--- config.mk ---
export PLATFORM = sky130hd
export DESIGN_NAME = clock_enable_gen
export DESIGN_NICKNAME = d
export VERILOG_FILES = /design/src/rtl/clock_enable_gen.sv
export SDC_FILE = /design/constraint.sdc
export NUM_CORES = 1
export LEC_CHECK = 0
export BUFFER_PORTS_ARGS = -buffer_cell sky130_fd_sc_hd__buf_4
export CORE_MARGIN = 2
export CORE_UTILIZATION = 30
export CTS_CLUSTER_DIAMETER = 60
export CTS_CLUSTER_SIZE = 40
export DETAILED_ROUTE_END_ITERATION = 7
export SLEW_MARGIN = 30
export SYNTH_ARGS = -nofsm -noshare
export SYNTH_HDL_FRONTEND = slang
export SYNTH_SLANG_ARGS = --single-unit
--- constraint.sdc ---
create_clock -name InputClock -period 4.3 [get_ports InputClock]
set_input_delay 0.645 -clock InputClock [delete_from_list [all_inputs] [get_ports InputClock]]
set_output_delay 0.645 -clock InputClock [all_outputs]
set_load 0.1 [all_outputs]
--- src/rtl/clock_enable_gen.sv ---
// Multi-channel clock-enable generator: per-channel programmable divide ratio,
// one-cycle Tick, 50%-duty Square strobe and glitch-free shadowed ratio updates.
module clock_enable_gen #(
  parameter int unsigned NUM_CH      = 4,
  parameter int unsigned CNT_W       = 27,
  parameter int unsigned DEFAULT_DIV = 2
) (
  input  logic              InputClock,
  input  logic              ResetN,
  input  logic [CNT_W-1:0]  DivValue,
  input  logic [NUM_CH-1:0] DivLoad,
  input  logic [NUM_CH-1:0] ChEnable,
  input  logic              Sync,
  output logic [NUM_CH-1:0] Tick,
  output logic [NUM_CH-1:0] Square,
  output logic [NUM_CH-1:0] Pending
);

  logic [CNT_W-1:0]  r_cnt [NUM_CH];
  logic [CNT_W-1:0]  r_act [NUM_CH];
  logic [CNT_W-1:0]  r_shd [NUM_CH];
  logic [NUM_CH-1:0] r_tick;
  logic [NUM_CH-1:0] r_square;
  logic [NUM_CH-1:0] r_pend;

  logic [CNT_W-1:0]  w_div;
  logic [CNT_W-1:0]  w_shd_nxt [NUM_CH];
  logic [NUM_CH-1:0] w_term;

  // A ratio of zero would never reach terminal count, so it is stored as one.
  assign w_div = (DivValue == '0) ? CNT_W'(1) : DivValue;

  // Shadow value as it will be after this edge, so a coincident load is adopted.
  // Terminal test uses >= so a ratio shrunk while disabled cannot strand the counter.
  always_comb begin
    for (int unsigned i = 0; i < NUM_CH; i++) begin
      w_shd_nxt[i] = DivLoad[i] ? w_div : r_shd[i];
      w_term[i]    = (r_cnt[i] >= (r_act[i] - CNT_W'(1)));
    end
  end

  always_ff @(posedge InputClock or negedge ResetN) begin
    if (!ResetN) begin
      for (int unsigned i = 0; i < NUM_CH; i++) begin
        r_cnt[i] <= '0;
        r_act[i] <= CNT_W'(DEFAULT_DIV);
        r_shd[i] <= CNT_W'(DEFAULT_DIV);
      end
      r_tick   <= '0;
      r_square <= '0;
      r_pend   <= '0;
    end else begin
      for (int unsigned i = 0; i < NUM_CH; i++) begin
        r_shd[i] <= w_shd_nxt[i];
        if (Sync) begin
          r_cnt[i]    <= '0;
          r_tick[i]   <= 1'b0;
          r_square[i] <= 1'b0;
          r_act[i]    <= w_shd_nxt[i];
          r_pend[i]   <= 1'b0;
        end else if (!ChEnable[i]) begin
          r_tick[i]   <= 1'b0;
          r_act[i]    <= w_shd_nxt[i];
          r_pend[i]   <= 1'b0;
        end else if (w_term[i]) begin
          r_cnt[i]    <= '0;
          r_tick[i]   <= 1'b1;
          r_square[i] <= ~r_square[i];
          r_act[i]    <= w_shd_nxt[i];
          r_pend[i]   <= 1'b0;
        end else begin
          r_cnt[i]    <= r_cnt[i] + CNT_W'(1);
          r_tick[i]   <= 1'b0;
          r_pend[i]   <= (w_shd_nxt[i] != r_act[i]);
        end
      end
    end
  end

  assign Tick    = r_tick;
  assign Square  = r_square;
  assign Pending = r_pend;

endmodule

==> results.tsv <==
stage	metric	value	unit
timing	rsz0062_at_grt	yes	
timing	worst_setup_slack_final	-0.1705	ns
floorplan	initial_core_util	30.32	%
setup_path	cp_data_arrival_time	5.01	ns
setup_path	endpoint_kind	register	
synthesis	synth.distinct_cells	60	
routing	routed_wire_length_per_instance	17.20	um
setup_path	critPathSlowestCell	or4_4	
floorplan	die_width	261.8	um
timing	timing.final.crit_share	104.0	%
grt	first_global_vias	15259	
setup_path	criticalPathCategory	register to register	
timing	fin_worst_skew	0.02320	ns
routing	met2_wl	23230	um
timing	slew_viol_final	0	
floorplan	io-pin-count	50	
finish	drive_gt1_share	22.92	%
clocking	clockRootBuffer	clkbuf_16	
timing	timing.fmax	223.7	MHz
synthesis	ys_ff_latch	336	
timing	post-route-min-period	4.470	ns
floorplan	total_die_area	68520	um^2
placed_design	place_congestion	0.8288	
synthesis	synth_sequential_area_ratio	42.23	%
setup_path	setup.worst_path.start_class	register	
routing	final_antenna_net_count	0	
timing	worst_hold_slack	0.2725	ns
synthesis	yosys_warnings	0	
clocking	clkTransAtPathRegs	0.07	ns
placed_design	io_buffers	49	
synthesis	synth.cell_area	19930	um^2
clocking	clk_latency	0.61	ns
worst_hold_path	min_path_type	input port to register	
finish	synthesis_to_layout_area_growth	17.68	%
clocking	max-clock-path-buffers	3	
routing	drcViolationCount	0	
clocking	ctsHtreeMaxLevel	1	
routing	detail_route.iter0.violations	935	
clocking	cts_buffers	31	
grt	gr-usage-all-layers	14.41	%
power_and_ir_drop	vdd.ir_drop.worst	0.3317	mV
flow_run	max_cap_viol_count	0	
routing	routed-via-count	15311	
synthesis	number_of_flops_mapped_to_enable_cells_by_yosys	0	
setup_path	slowest_delay	0.54	ns
synthesis	synth_cells	1974	
power_and_ir_drop	power_density	354.2	nW/um^2
clocking	tritoncts	built	
clocking	cts.sinks	336	
floorplan	placeableCoreArea	65750	um^2
placed_design	hpwl	35540	um
synthesis	syn-num-nets	2128	
grt	antenna_found_initial	1	
synthesis	ys_dominant_reg_cell	dfrtp_1	
setup_path	crit_buf_inv	3	
finish	fillerInstances	6478	
synthesis	ranking_of_synthesized_cells_by_area	dfrtp_1 41%, mux2_2 11%, ha_1 7.3%, xnor2_1 5.1%, xor2_1 3.9%	
timing	worst_slew_pin_slew	0.9133	ns
grt	grt_max_degree	111	
timing	setup_viol_count_final	53	
power_and_ir_drop	p_leak	9.609	nW
synthesis	post-synth-top-area-cell	dfrtp_1	
setup_path	crit_path_cell_trace	or4_4, or3_4, or4_4, or3_4, nor4_4, buf_4, nand2_2, xor2_1, ha_1, and4_1, a221o_1, nor2_4, and3_4, buf_8, buf_12, nor2_1, nor2_1	
finish	layout_commonest_cell	dfrtp_1	
outcome	violations	negative setup slack	
setup_path	cp.required	4.84	ns
finish	final_nets	2194	
floorplan	die_h	261.8	um
grt	global_route.overflow_total	0	
grt	wire_length_of_the_first_global_routing_pass	80610	um
synthesis	syn_area_per_cell	10.10	um^2
synthesis	ys_async_sr_fraction	100.0	%
routing	top_layer_used	met5	
outcome	status	complete, but fails checks	
timing	final_hold_viol_count	0	
setup_path	path_max_fanout	7	
routing	via_per_inst	5.227	
floorplan	core.rowCount	94	
placed_design	dpl_worst_slack	-0.4006	ns
routing	firstDrtPassIters	5	
routing	drt_wl_total	50370	um
routing	m1WireLength	23290	um
routing	routed-wl-met3	2919	um
synthesis	area_share_of_the_leading_cell_type_in_the_synthesized_netlist	41.18	%
timing	timing.slew.headroom	38.31	%
finish	most-common-layout-cells	327 x dfrtp_1, 186 x mux2_2, 140 x nor2_1	
setup_path	crit_family	simple AND/OR/NAND/NOR gates	
layout make-up:
class / instances / area (um^2) / share of cell area [%]
well taps: 864 / 1081 / 4.609
inverters: 34 / 127.6 / 0.5441
flip-flops and latches: 336 / 8419 / 35.89
repair buffers: 131 / 1309 / 5.579
diodes: 1 / 2.502 / 0.01067
clock inverters: 21 / 257.7 / 1.099
clock buffers: 36 / 824.5 / 3.515
multi-input cells: 1506 / 11440 / 48.75
synthesized netlist by cell type (55+ instances only):
cell type    n
dfrtp_1    328
nor4_1      59
ha_1       116
nor2_1     158
o21ai_0     55
nand2_1    109
nand3_1     84
a21oi_1     73
a31oi_1     56
xor2_1      88
clkbuf_1    83
xnor2_1    117
mux2_2     187
registers in the layout, indices dropped and copies added, names as in the netlist:
| signal | count |
|---|---|
| r_shd | 108 |
| Tick | 4 |
| r_cnt | 108 |
| Square | 4 |
| r_act | 108 |
| Pending | 4 |
power breakdown:
part	total (mW)	switching, mW	internal, mW
Clock	2.91	1.41	1.50
Combinational	1.62	0.853	0.763
Sequential	3.78	0.335	3.45
Total	8.31	2.59	5.71
worst paths after layout:
check / from / depth (start not counted) / slack [ns] / end
min in group asynchronous: ResetN / 2 / 0.49 / r_cnt[41]
setup reg to reg: r_act[62] / 17 / -0.17 / r_act[76]
setup / recovery: r_act[62] / 17 / -0.17 / r_act[76]
hold reg to reg: r_cnt[103] / 1 / 0.51 / r_cnt[103]
hold / removal: ChEnable[0] / 2 / 0.27 / r_cnt[93]
max in group asynchronous: ResetN / 4 / 2.67 / r_cnt[107]
metrics by stage:
stage | TNS, ns | utilization (%) | area [um^2] | total power, mW | cells
3_5_place_dp | -17.80 | 32.99 | 21690 | 5.378 | 2851
3_3_place_gp | -11.03 | 32.99 | 21690 | 5.303 | 2851
4_1_cts | -4.991 | 35.01 | 23020 | 8.338 | 2918
6_report | -5.618 | 35.68 | 23460 | 8.308 | 2929
2_1_floorplan | -6.038 | - | 20100 | 4.850 | 1974
5_1_grt | -12.47 | 35.68 | 23460 | 8.751 | 2928
cell families after synthesis:
group / Yosys count / share of synthesized area (%)
and+or+nand+nor: 709 / 19.12
DFF: 336 / 42.23
AOI/OAI and AO/OA: 282 / 8.939
xor gates and xnor gates: 205 / 9.008
muxes: 193 / 10.87
buffers and inverters: 133 / 2.555
adders and majority gates: 116 / 7.281
routing by layer:
metal  track usage (%)  vias to the layer above
li1                  -                     7310
met1             20.04                     7643
met2             23.13                      299
met3             2.508                       57
met4             3.756                        2
met5                 0                        -
what timing repair did:
| action | CTS | global route |
|---|---|---|
| endpoints found under the hold margin | 0 | 23 |
| resized for setup | 33 | 63 |
| endpoints found under the setup margin | 61 | 206 |
| cloned | 3 | 5 |
| hold buffers | 0 | 1 |
| pin swaps | 12 | 25 |
| buffers inserted | 7 | 5 |
Note: power is estimated with default switching activity, not from simulation.
